**src/rtl/uart_pkg.sv**
```systemverilog
// Shared types and helpers for the UART user-port arbitration logic.
// Latency: n/a (types, constants and a constant function only).
// Backpressure: n/a.
package uart_pkg;

    localparam int UART_DATA_WIDTH_DEFAULT = 8;

    typedef enum logic {
        ST_ARB  = 1'b0,
        ST_LOCK = 1'b1
    } state_t;

    // Ceiling log2; clog2(1) == 0, so callers clamp to a minimum width of 1.
    function automatic int clog2(input int value);
        int res;
        int v;
        res = 0;
        v   = value - 1;
        while (v > 0) begin
            res = res + 1;
            v   = v >> 1;
        end
        return res;
    endfunction

endpackage

```
**src/rtl/rr_arbiter_core.sv**
```systemverilog
// Rotating-priority pick: first set request strictly after last_grant, with wrap.
// Latency: purely combinational, zero cycles.
// Backpressure: none; the caller decides when to register the result.
//
// Ports:
//   i_req         request vector, one bit per requester
//   i_last_grant  index of the most recently served requester (lowest priority)
//   o_grant       one-hot pick, zero when no request
//   o_grant_idx   binary index of the pick
//   o_any_req     at least one request is set
module rr_arbiter_core
    import uart_pkg::*;
#(
    parameter int  P_REQ_NUM = 4,
    localparam int IDX_W     = (clog2(P_REQ_NUM) < 1) ? 1 : clog2(P_REQ_NUM)
) (
    input  logic [P_REQ_NUM-1:0] i_req,
    input  logic [IDX_W-1:0]     i_last_grant,
    output logic [P_REQ_NUM-1:0] o_grant,
    output logic [IDX_W-1:0]     o_grant_idx,
    output logic                 o_any_req
);

    int               cand;
    logic [IDX_W-1:0] cand_idx;

    // Walk the ring starting one past the last winner; the last winner itself
    // is visited last, which gives it the lowest priority.
    always_comb begin
        o_grant     = '0;
        o_grant_idx = '0;
        o_any_req   = 1'b0;
        cand        = 0;
        cand_idx    = '0;
        for (int i = 1; i <= P_REQ_NUM; i++) begin
            cand = int'(i_last_grant) + i;
            if (cand >= P_REQ_NUM) begin
                cand = cand - P_REQ_NUM;
            end
            cand_idx = IDX_W'(cand);
            if (!o_any_req && i_req[cand_idx]) begin
                o_any_req         = 1'b1;
                o_grant[cand_idx] = 1'b1;
                o_grant_idx       = cand_idx;
            end
        end
    end

endmodule

```
**src/rtl/uart_tx_arbiter.sv**
```systemverilog
// Shares one UART tx user port among P_REQ_NUM requesters, round-robin with frame lock.
// Latency: 1 cycle request-to-grant; data path combinational while locked.
// Backpressure: i_tx_ready passes straight to the granted requester's ready; others see 0.
//
// Ports:
//   i_clk, i_rst_n    user clock, async active-low reset
//   i_req_data/valid/last, o_req_ready   per-requester beat interface (data at [k*W +: W])
//   o_tx_data/o_tx_valid, i_tx_ready     toward the UART driver user port
//   o_grant           registered one-hot grant, 0 when none
//   o_busy            high while a requester holds the port
//   o_timeout_pulse   one-cycle pulse on the cycle an idle-timeout release happens
module uart_tx_arbiter
    import uart_pkg::*;
#(
    parameter int P_REQ_NUM         = 4,
    parameter int P_UART_DATA_WIDTH = UART_DATA_WIDTH_DEFAULT,
    parameter int P_MAX_BURST       = 16,
    parameter int P_IDLE_TIMEOUT    = 64
) (
    input  logic                                   i_clk,
    input  logic                                   i_rst_n,
    input  logic [P_REQ_NUM*P_UART_DATA_WIDTH-1:0] i_req_data,
    input  logic [P_REQ_NUM-1:0]                   i_req_valid,
    input  logic [P_REQ_NUM-1:0]                   i_req_last,
    output logic [P_REQ_NUM-1:0]                   o_req_ready,
    output logic [P_UART_DATA_WIDTH-1:0]           o_tx_data,
    output logic                                   o_tx_valid,
    input  logic                                   i_tx_ready,
    output logic [P_REQ_NUM-1:0]                   o_grant,
    output logic                                   o_busy,
    output logic                                   o_timeout_pulse
);

    localparam int IDX_W  = (clog2(P_REQ_NUM) < 1) ? 1 : clog2(P_REQ_NUM);
    localparam int IDLE_W = (clog2(P_IDLE_TIMEOUT + 1) < 1) ? 1 : clog2(P_IDLE_TIMEOUT + 1);

    localparam logic [7:0]        BURST_LAST     = 8'(P_MAX_BURST - 1);
    localparam logic [IDLE_W-1:0] IDLE_LAST      = IDLE_W'((P_IDLE_TIMEOUT == 0) ? 0 : P_IDLE_TIMEOUT - 1);
    localparam logic [IDX_W-1:0]  LAST_GRANT_RST = IDX_W'(P_REQ_NUM - 1);
    localparam logic              TIMEOUT_EN     = (P_IDLE_TIMEOUT != 0);

    state_t                 state_q;
    state_t                 state_d;
    logic [IDX_W-1:0]       last_grant_q;
    logic [IDX_W-1:0]       gnt_idx_q;
    logic [P_REQ_NUM-1:0]   grant_q;
    logic [7:0]             beat_cnt_q;
    logic [IDLE_W-1:0]      idle_cnt_q;

    logic [P_REQ_NUM-1:0]   arb_grant;
    logic [IDX_W-1:0]       arb_idx;
    logic                   arb_any;

    logic [P_UART_DATA_WIDTH-1:0] g_data;
    logic                   g_valid;
    logic                   g_last;
    logic                   xfer;
    logic                   frame_release;
    logic                   idle_expire;

    rr_arbiter_core #(
        .P_REQ_NUM    (P_REQ_NUM)
    ) u_rr_core (
        .i_req        (i_req_valid),
        .i_last_grant (last_grant_q),
        .o_grant      (arb_grant),
        .o_grant_idx  (arb_idx),
        .o_any_req    (arb_any)
    );

    // Select the granted requester's lane with constant slices only.
    always_comb begin
        g_data  = '0;
        g_valid = 1'b0;
        g_last  = 1'b0;
        for (int k = 0; k < P_REQ_NUM; k++) begin
            if (gnt_idx_q == IDX_W'(k)) begin
                g_data  = i_req_data[k*P_UART_DATA_WIDTH +: P_UART_DATA_WIDTH];
                g_valid = i_req_valid[k];
                g_last  = i_req_last[k];
            end
        end
    end

    // Next-state and output decode.
    always_comb begin
        state_d         = state_q;
        o_tx_data       = '0;
        o_tx_valid      = 1'b0;
        o_req_ready     = '0;
        o_timeout_pulse = 1'b0;
        xfer            = 1'b0;
        frame_release   = 1'b0;
        idle_expire     = 1'b0;
        case (state_q)
            ST_ARB: begin
                if (arb_any) begin
                    state_d = ST_LOCK;
                end
            end
            ST_LOCK: begin
                o_tx_data     = g_data;
                o_tx_valid    = g_valid;
                o_req_ready   = grant_q & {P_REQ_NUM{i_tx_ready}};
                xfer          = g_valid && i_tx_ready;
                frame_release = xfer && (g_last || (beat_cnt_q == BURST_LAST));
                // The counter holds the number of idle cycles already seen, so the
                // cycle where it equals timeout-1 is the timeout-th idle cycle.
                idle_expire     = TIMEOUT_EN && !g_valid && (idle_cnt_q == IDLE_LAST);
                o_timeout_pulse = idle_expire;
                if (frame_release || idle_expire) begin
                    state_d = ST_ARB;
                end
            end
            default: begin
                state_d = ST_ARB;
            end
        endcase
    end

    always_ff @(posedge i_clk or negedge i_rst_n) begin
        if (!i_rst_n) begin
            state_q <= ST_ARB;
        end else begin
            state_q <= state_d;
        end
    end

    always_ff @(posedge i_clk or negedge i_rst_n) begin
        if (!i_rst_n) begin
            last_grant_q <= LAST_GRANT_RST;
            gnt_idx_q    <= '0;
            grant_q      <= '0;
            beat_cnt_q   <= '0;
            idle_cnt_q   <= '0;
        end else if (state_q == ST_ARB) begin
            if (arb_any) begin
                grant_q   <= arb_grant;
                gnt_idx_q <= arb_idx;
            end
            beat_cnt_q <= '0;
            idle_cnt_q <= '0;
        end else begin
            if (frame_release || idle_expire) begin
                // The released requester becomes lowest priority for the next pick.
                last_grant_q <= gnt_idx_q;
                grant_q      <= '0;
                beat_cnt_q   <= '0;
                idle_cnt_q   <= '0;
            end else begin
                if (xfer) begin
                    beat_cnt_q <= beat_cnt_q + 8'd1;
                end
                if (g_valid) begin
                    idle_cnt_q <= '0;
                end else begin
                    idle_cnt_q <= idle_cnt_q + IDLE_W'(1);
                end
            end
        end
    end

    assign o_grant = grant_q;
    assign o_busy  = (state_q == ST_LOCK);

endmodule

```
**config.mk**
```make
export PLATFORM = sky130hd
export DESIGN_NAME = uart_tx_arbiter
export DESIGN_NICKNAME = d
export VERILOG_FILES = /design/src/rtl/uart_pkg.sv /design/src/rtl/rr_arbiter_core.sv /design/src/rtl/uart_tx_arbiter.sv
export SDC_FILE = /design/constraint.sdc
export NUM_CORES = 1
export LEC_CHECK = 0
export BUFFER_PORTS_ARGS = -buffer_cell sky130_fd_sc_hd__buf_4
export CORE_UTILIZATION = 50
export CTS_CLUSTER_DIAMETER = 150
export CTS_CLUSTER_SIZE = 8
export DETAILED_ROUTE_END_ITERATION = 10
export PLACE_DENSITY_LB_ADDON = 0.25
export SKIP_LAST_GASP = 1
export SYNTH_ARGS = -nofsm -noshare
export SYNTH_HDL_FRONTEND = slang
export SYNTH_SLANG_ARGS = --single-unit
```
**constraint.sdc**
```tcl
create_clock -name i_clk -period 2.8 [get_ports i_clk]
set_input_delay 0.14 -clock i_clk [delete_from_list [all_inputs] [get_ports i_clk]]
set_output_delay 0.14 -clock i_clk [all_outputs]
set_load 0.02 [all_outputs]
```
### Word level (Yosys, flattened, before mapping)

Index checks and enable logic that the tools add are counted.

* add/subtract/negate cells: 10
* $lt $le $gt $ge: 12
* equality and inequality tests: 7
* muxes and demuxes: 62
* bitwise operators: 5
* reduce and logical (&&, ||, !) cells: 22

Operators with widths (count)
* $mux 8: 8
* $mux 4: 8
* $mux 1: 26
* $mux 7: 3
* $mux 2: 8
* $lt 2x3->1 const B: 4
* $or 4x4->4: 3
* $logic_and 1x1->1: 10
* $ge 3x3->1 const B: 3
* $add 8x1->8 const B: 1
* $bmux 1 s2: 4
* $demux 1 s2: 4
* $eq 8x4->1 const B: 1
* $ge 2x1->1 const B: 4
* $sub 2x1->2 const B: 4
* $add 7x1->7 const B: 1
* $eq 7x6->1 const B: 1
* $add 2x2->3 const B: 2
* $reduce_and 2->1: 3
* $add 2x3->4 const B: 1
* $and 4x4->4: 1
* $eq 2x2->1 const B: 2
* $ge 4x3->1 const B: 1
* $logic_not 1->1: 4
* 9 further kinds: 11

* register bits: 24
* output and inout port bits: 19

### Longest topological paths before layout

* depth after elaboration: 17
* mapped depth: 8

### Modules after synthesis

From an unflattened synthesis, not the netlist that was laid out.

* cells, all modules: 207
* area, all modules: 2037.0 µm²

Modules (own cells, without submodules)
* uart_tx_arbiter: instances 1, cells each 139, area each 1511.4 µm²
* rr_arbiter_core: instances 1, cells each 68, area each 525.5 µm²

### Worst setup path before layout

No wires, ideal clock.

* path type: register to register
* start: register last_grant_q[0]
* end: register grant_q[0], in the netlist o_grant[0]
* data arrival time: 2.240 ns
* required time: 2.667 ns
* setup slack: 0.427 ns
* stages on the path, launching flop included: 9
* cells stage by stage: dfstp_2 -> buf_2 -> inv_1 -> ha_1 -> mux4_1 -> a21oi_1 -> nor3_1 -> a31oi_1 -> o211ai_1

* word-level cells in the longest chain between the ends: 17

Ends and longest elaborated chain
* start: declaration: RTL line uart_tx_arbiter.sv:44 `logic [IDX_W-1:0] last_grant_q;`
* start signal: assignment: RTL line uart_tx_arbiter.sv:146 `last_grant_q <= gnt_idx_q;`
* parallel branches: the longest is 17 deep, another holds $add 2x1->3
* end signal: assignment: RTL line uart_tx_arbiter.sv:138 `grant_q <= arb_grant;`
* end: declaration: RTL line uart_tx_arbiter.sv:46 `logic [P_REQ_NUM-1:0] grant_q;`

Parallel ways; which one is timed is not known. The select of a mux whose other input is x is not followed.
A chain may end at the register's enable or synchronous reset.

### Worst setup path in the final report

* start: register last_grant_q[1]
* end: register grant_q[2], in the netlist o_grant[2]

The elaborated chain is that of the path after synthesis.

==> results.toml <==
[logic_synthesis]
synthTopCellsByArea = "dfrtp_1 (29%), mux4_2 (14%), ha_1 (6.6%)"
synthMuxAreaShare_pct = 18.9
yosys.area.top_type = "dfrtp_1"
synth_area_mm2 = 0.00188
synth_flop_cell = "dfrtp_1"
synth_cells = 183
yosys.cell_count.top_type = "dfrtp_1"
synth-xor-area-share_pct = 5.11
postSynthAreaPerCell_um2 = 10.3
yosysSeqAreaShare_pct = 32.0
ys_seq_elements = 24
synth_top_family_by_area = "simple AND/OR/NAND/NOR gates"
netlist.area_leader.share_pct = 29.2
ys_top_cells_by_count = "dfrtp_1 (22), nor2_1 (20), mux4_2 (12)"
syn_nets = 236
ys_warn_count = 0
yosys.cell_types.count = 41
async_flop_share_pct = 100
synth_compound_area_share_pct = 12.2
synth_edf_count = 0
synthSimpleGateAreaFrac_pct = 20.9
synth_fa_ha_area_share_pct = 6.64

[route]
wl_per_cell_um = 14.8
drt-total-wl_um = 4240
drc = 0
first_iter_violations = 85
num_vias = 1630
ant_nets = 0
drtPass1Iterations = 4
vias_per_cell = 5.68

[job]
maxCapViolCount = 0

[floorplanning]
coreArea_mm2 = 0.00347
rows = 21
die-area_mm2 = 0.00402
die_width_um = 63.4
start_util_pct = 54.3
die_h_um = 63.4
io_pins = 62

[clock_network]
clock_latency_ns = 0.26
cts_resized = 0
clk_pin_slew_worst_paths_ns = 0.08
root_buffer = "clkbuf_8"
cts_buffers = 3
cts.sinks = 24
clk_path_buf_depth = 2
cts_tree = "built"
htreeDepth = 1
cts_setup_buffers = 0

[worst_setup_path]
reg2regPathDepth = 7
r2r-end = "o_grant[2]$_DFFE_PN0P_"
start_kind = "flop"
worstReg2RegStart = "last_grant_q[1]$_DFFE_PN1P_"
endpoint = "o_grant[2]$_DFFE_PN0P_"
crit_chain = "inv_1 > ha_1 > mux4_1 > a21oi_1 > nor3_1 > a31oi_1 > o211ai_1"
critPathRequiredTime_ns = 2.94
cp-end-kind = "flop"
cp_slowest_stage_delay_ns = 0.64
cp_max_fo = 11
rrSetupSlack_ns = 0.40
crit_type = "reg2reg"
crit_slowest_cell = "dfstp_2"
cp.arrival_ns = 2.54
crit_start = "last_grant_q[1]$_DFFE_PN1P_"

[timing]
tightest_slew_ns = 0.669
fin_crit_ns = 2.40
finalCritPeriodShare_pct = 85.7
rsz0062_at_grt = "no"
fmax_mhz = 417
finClkSkew_ns = 0.00169
slew_headroom_pct = 55.4
fin_hold_ws_ns = 0.313
drv_slew = 0
tns_ns = 0
setup-violations-final = 0
hold_viol_final = 0

[placement]
portBuffers = 61
place.gp.congestion = 0.889
hpwl_um = 3230

[global_routing]
grt_max_degree = 25
grt_pass1_vias = 1599
grt_first_pass_wirelength_um = 7090
grt_usage_pct = 22.2
grt-ovfl-total = 0
antenna_found_initial = 0

[power]
power_leakage_uw = 0.00113
power.density_mw_per_mm2 = 898
ir_drop_v = 0.000646

[finish]
area_growth_pct = 29.0
diodes = 0
nets = 295
drive_above_1_share_pct = 36.9

[status]
status = "finished, final reports clean"

[worst_hold_path]
hold_class = "in2async"
[logic make-up after synthesis]
kind of cell | count (synthesis)
and+or+nand+nor | 73
AOI/OAI and AO/OA | 33
DFF | 24
muxes | 18
buffers and inverters | 14
xor gates and xnor gates | 11
adders and majority gates | 10
[cells in the final DEF, fill, tap and decap left out, types with 2 or more instances in the layout]
cell / n
ha_1: 10
clkbuf_8: 3
o211ai_1: 5
mux2_4: 2
o21ai_0: 3
dfrtp_1: 22
a21oi_1: 9
and2_1: 10
buf_4: 63
dfstp_2: 2
xnor2_1: 3
nor2b_1: 5
nor3_1: 4
nand3_1: 10
mux4_2: 12
mux2i_1: 3
inv_1: 4
xor2_1: 8
a31oi_1: 5
a21o_1: 3
a22o_1: 2
nor2_1: 20
and3_1: 6
nand2_1: 9
[per-layer routing]
layer | share of wire, % | vias to the layer above | wire [µm] | GRT usage [%]
li1 | - | 783 | - | -
met2 | 48 | 75 | 2030 | 38.4
met5 | 0 | - | 0 | 0
met1 | 45 | 770 | 1920 | 29.8
met3 | 6.4 | 2 | 272 | 2.36
met4 | 0.38 | 0 | 16 | 4.83
[registers in the layout (all words and copies together) (netlist names)]
name,flops
o_busy,1
gnt_idx_q,2
o_grant,4
beat_cnt_q,8
idle_cnt_q,7
last_grant_q,2
[area by class of cell]
class                      instances  area (µm²)
inverter                           4        15.0
fill                             290        1040
multi-input combinational        145        1200
tap                               46        57.6
sequential                        24         603
timing repair buffer              64         483
clock inverter                     1        30.0
clock buffer                       3        41.3
[power breakdown]
group          internal (µW)  switching (µW)  total (µW)  leakage [µW]
combinational            647             670        1320      0.000783
clock                    191             109         300     0.0000357
sequential               440             126         566      0.000315
total                   1280             906        2180       0.00113
[stage by stage]
step	area (µm²)	worst slack, ns	total power (µW)	util (%)	std cells
after floorplan	1880	0.427	1500	-	183
after global placement	2350	0.504	1880	67.7	282
after detailed placement	2350	0.441	1890	67.7	282
after CTS	2430	0.427	2200	70.1	287
after global routing	2430	0.248	2340	70.1	287
final	2430	0.401	2180	70.1	287
[critical path, delay by kind of cell, from the launching register on]
family / cells / cell delay (ns)
AO/OA/AOI/OAI: 3 / 0.43
buffers and inverters: 1 / 0.15
multiplexers: 1 / 0.63
flip-flops: 1 / 0.64
AND/OR/NAND/NOR: 1 / 0.06
adder cells (fa/ha/maj): 1 / 0.37
[worst min path at each step]
stage / start / endpoint / slack, ns / depth (start not counted)
3_3_place_gp: i_rst_n / idle_cnt_q[2]$_DFF_PN0_ / 0.06 / 1
4_1_cts: i_rst_n / idle_cnt_q[2]$_DFF_PN0_ / 0.31 / 2
6_report: i_rst_n / idle_cnt_q[2]$_DFF_PN0_ / 0.31 / 2
3_5_place_dp: i_rst_n / idle_cnt_q[2]$_DFF_PN0_ / 0.05 / 1
5_1_grt: i_rst_n / idle_cnt_q[5]$_DFF_PN0_ / 0.33 / 2
2_1_floorplan: i_rst_n / beat_cnt_q[0]$_DFFE_PN0P_ / -0.16 / 0
[what timing repair did]
item,in CTS,in global routing
endpoints found under the hold margin,22,0
endpoints found under the setup margin,0,0
hold buffers,1,0
Note: power is estimated with default switching activity, not from simulation.
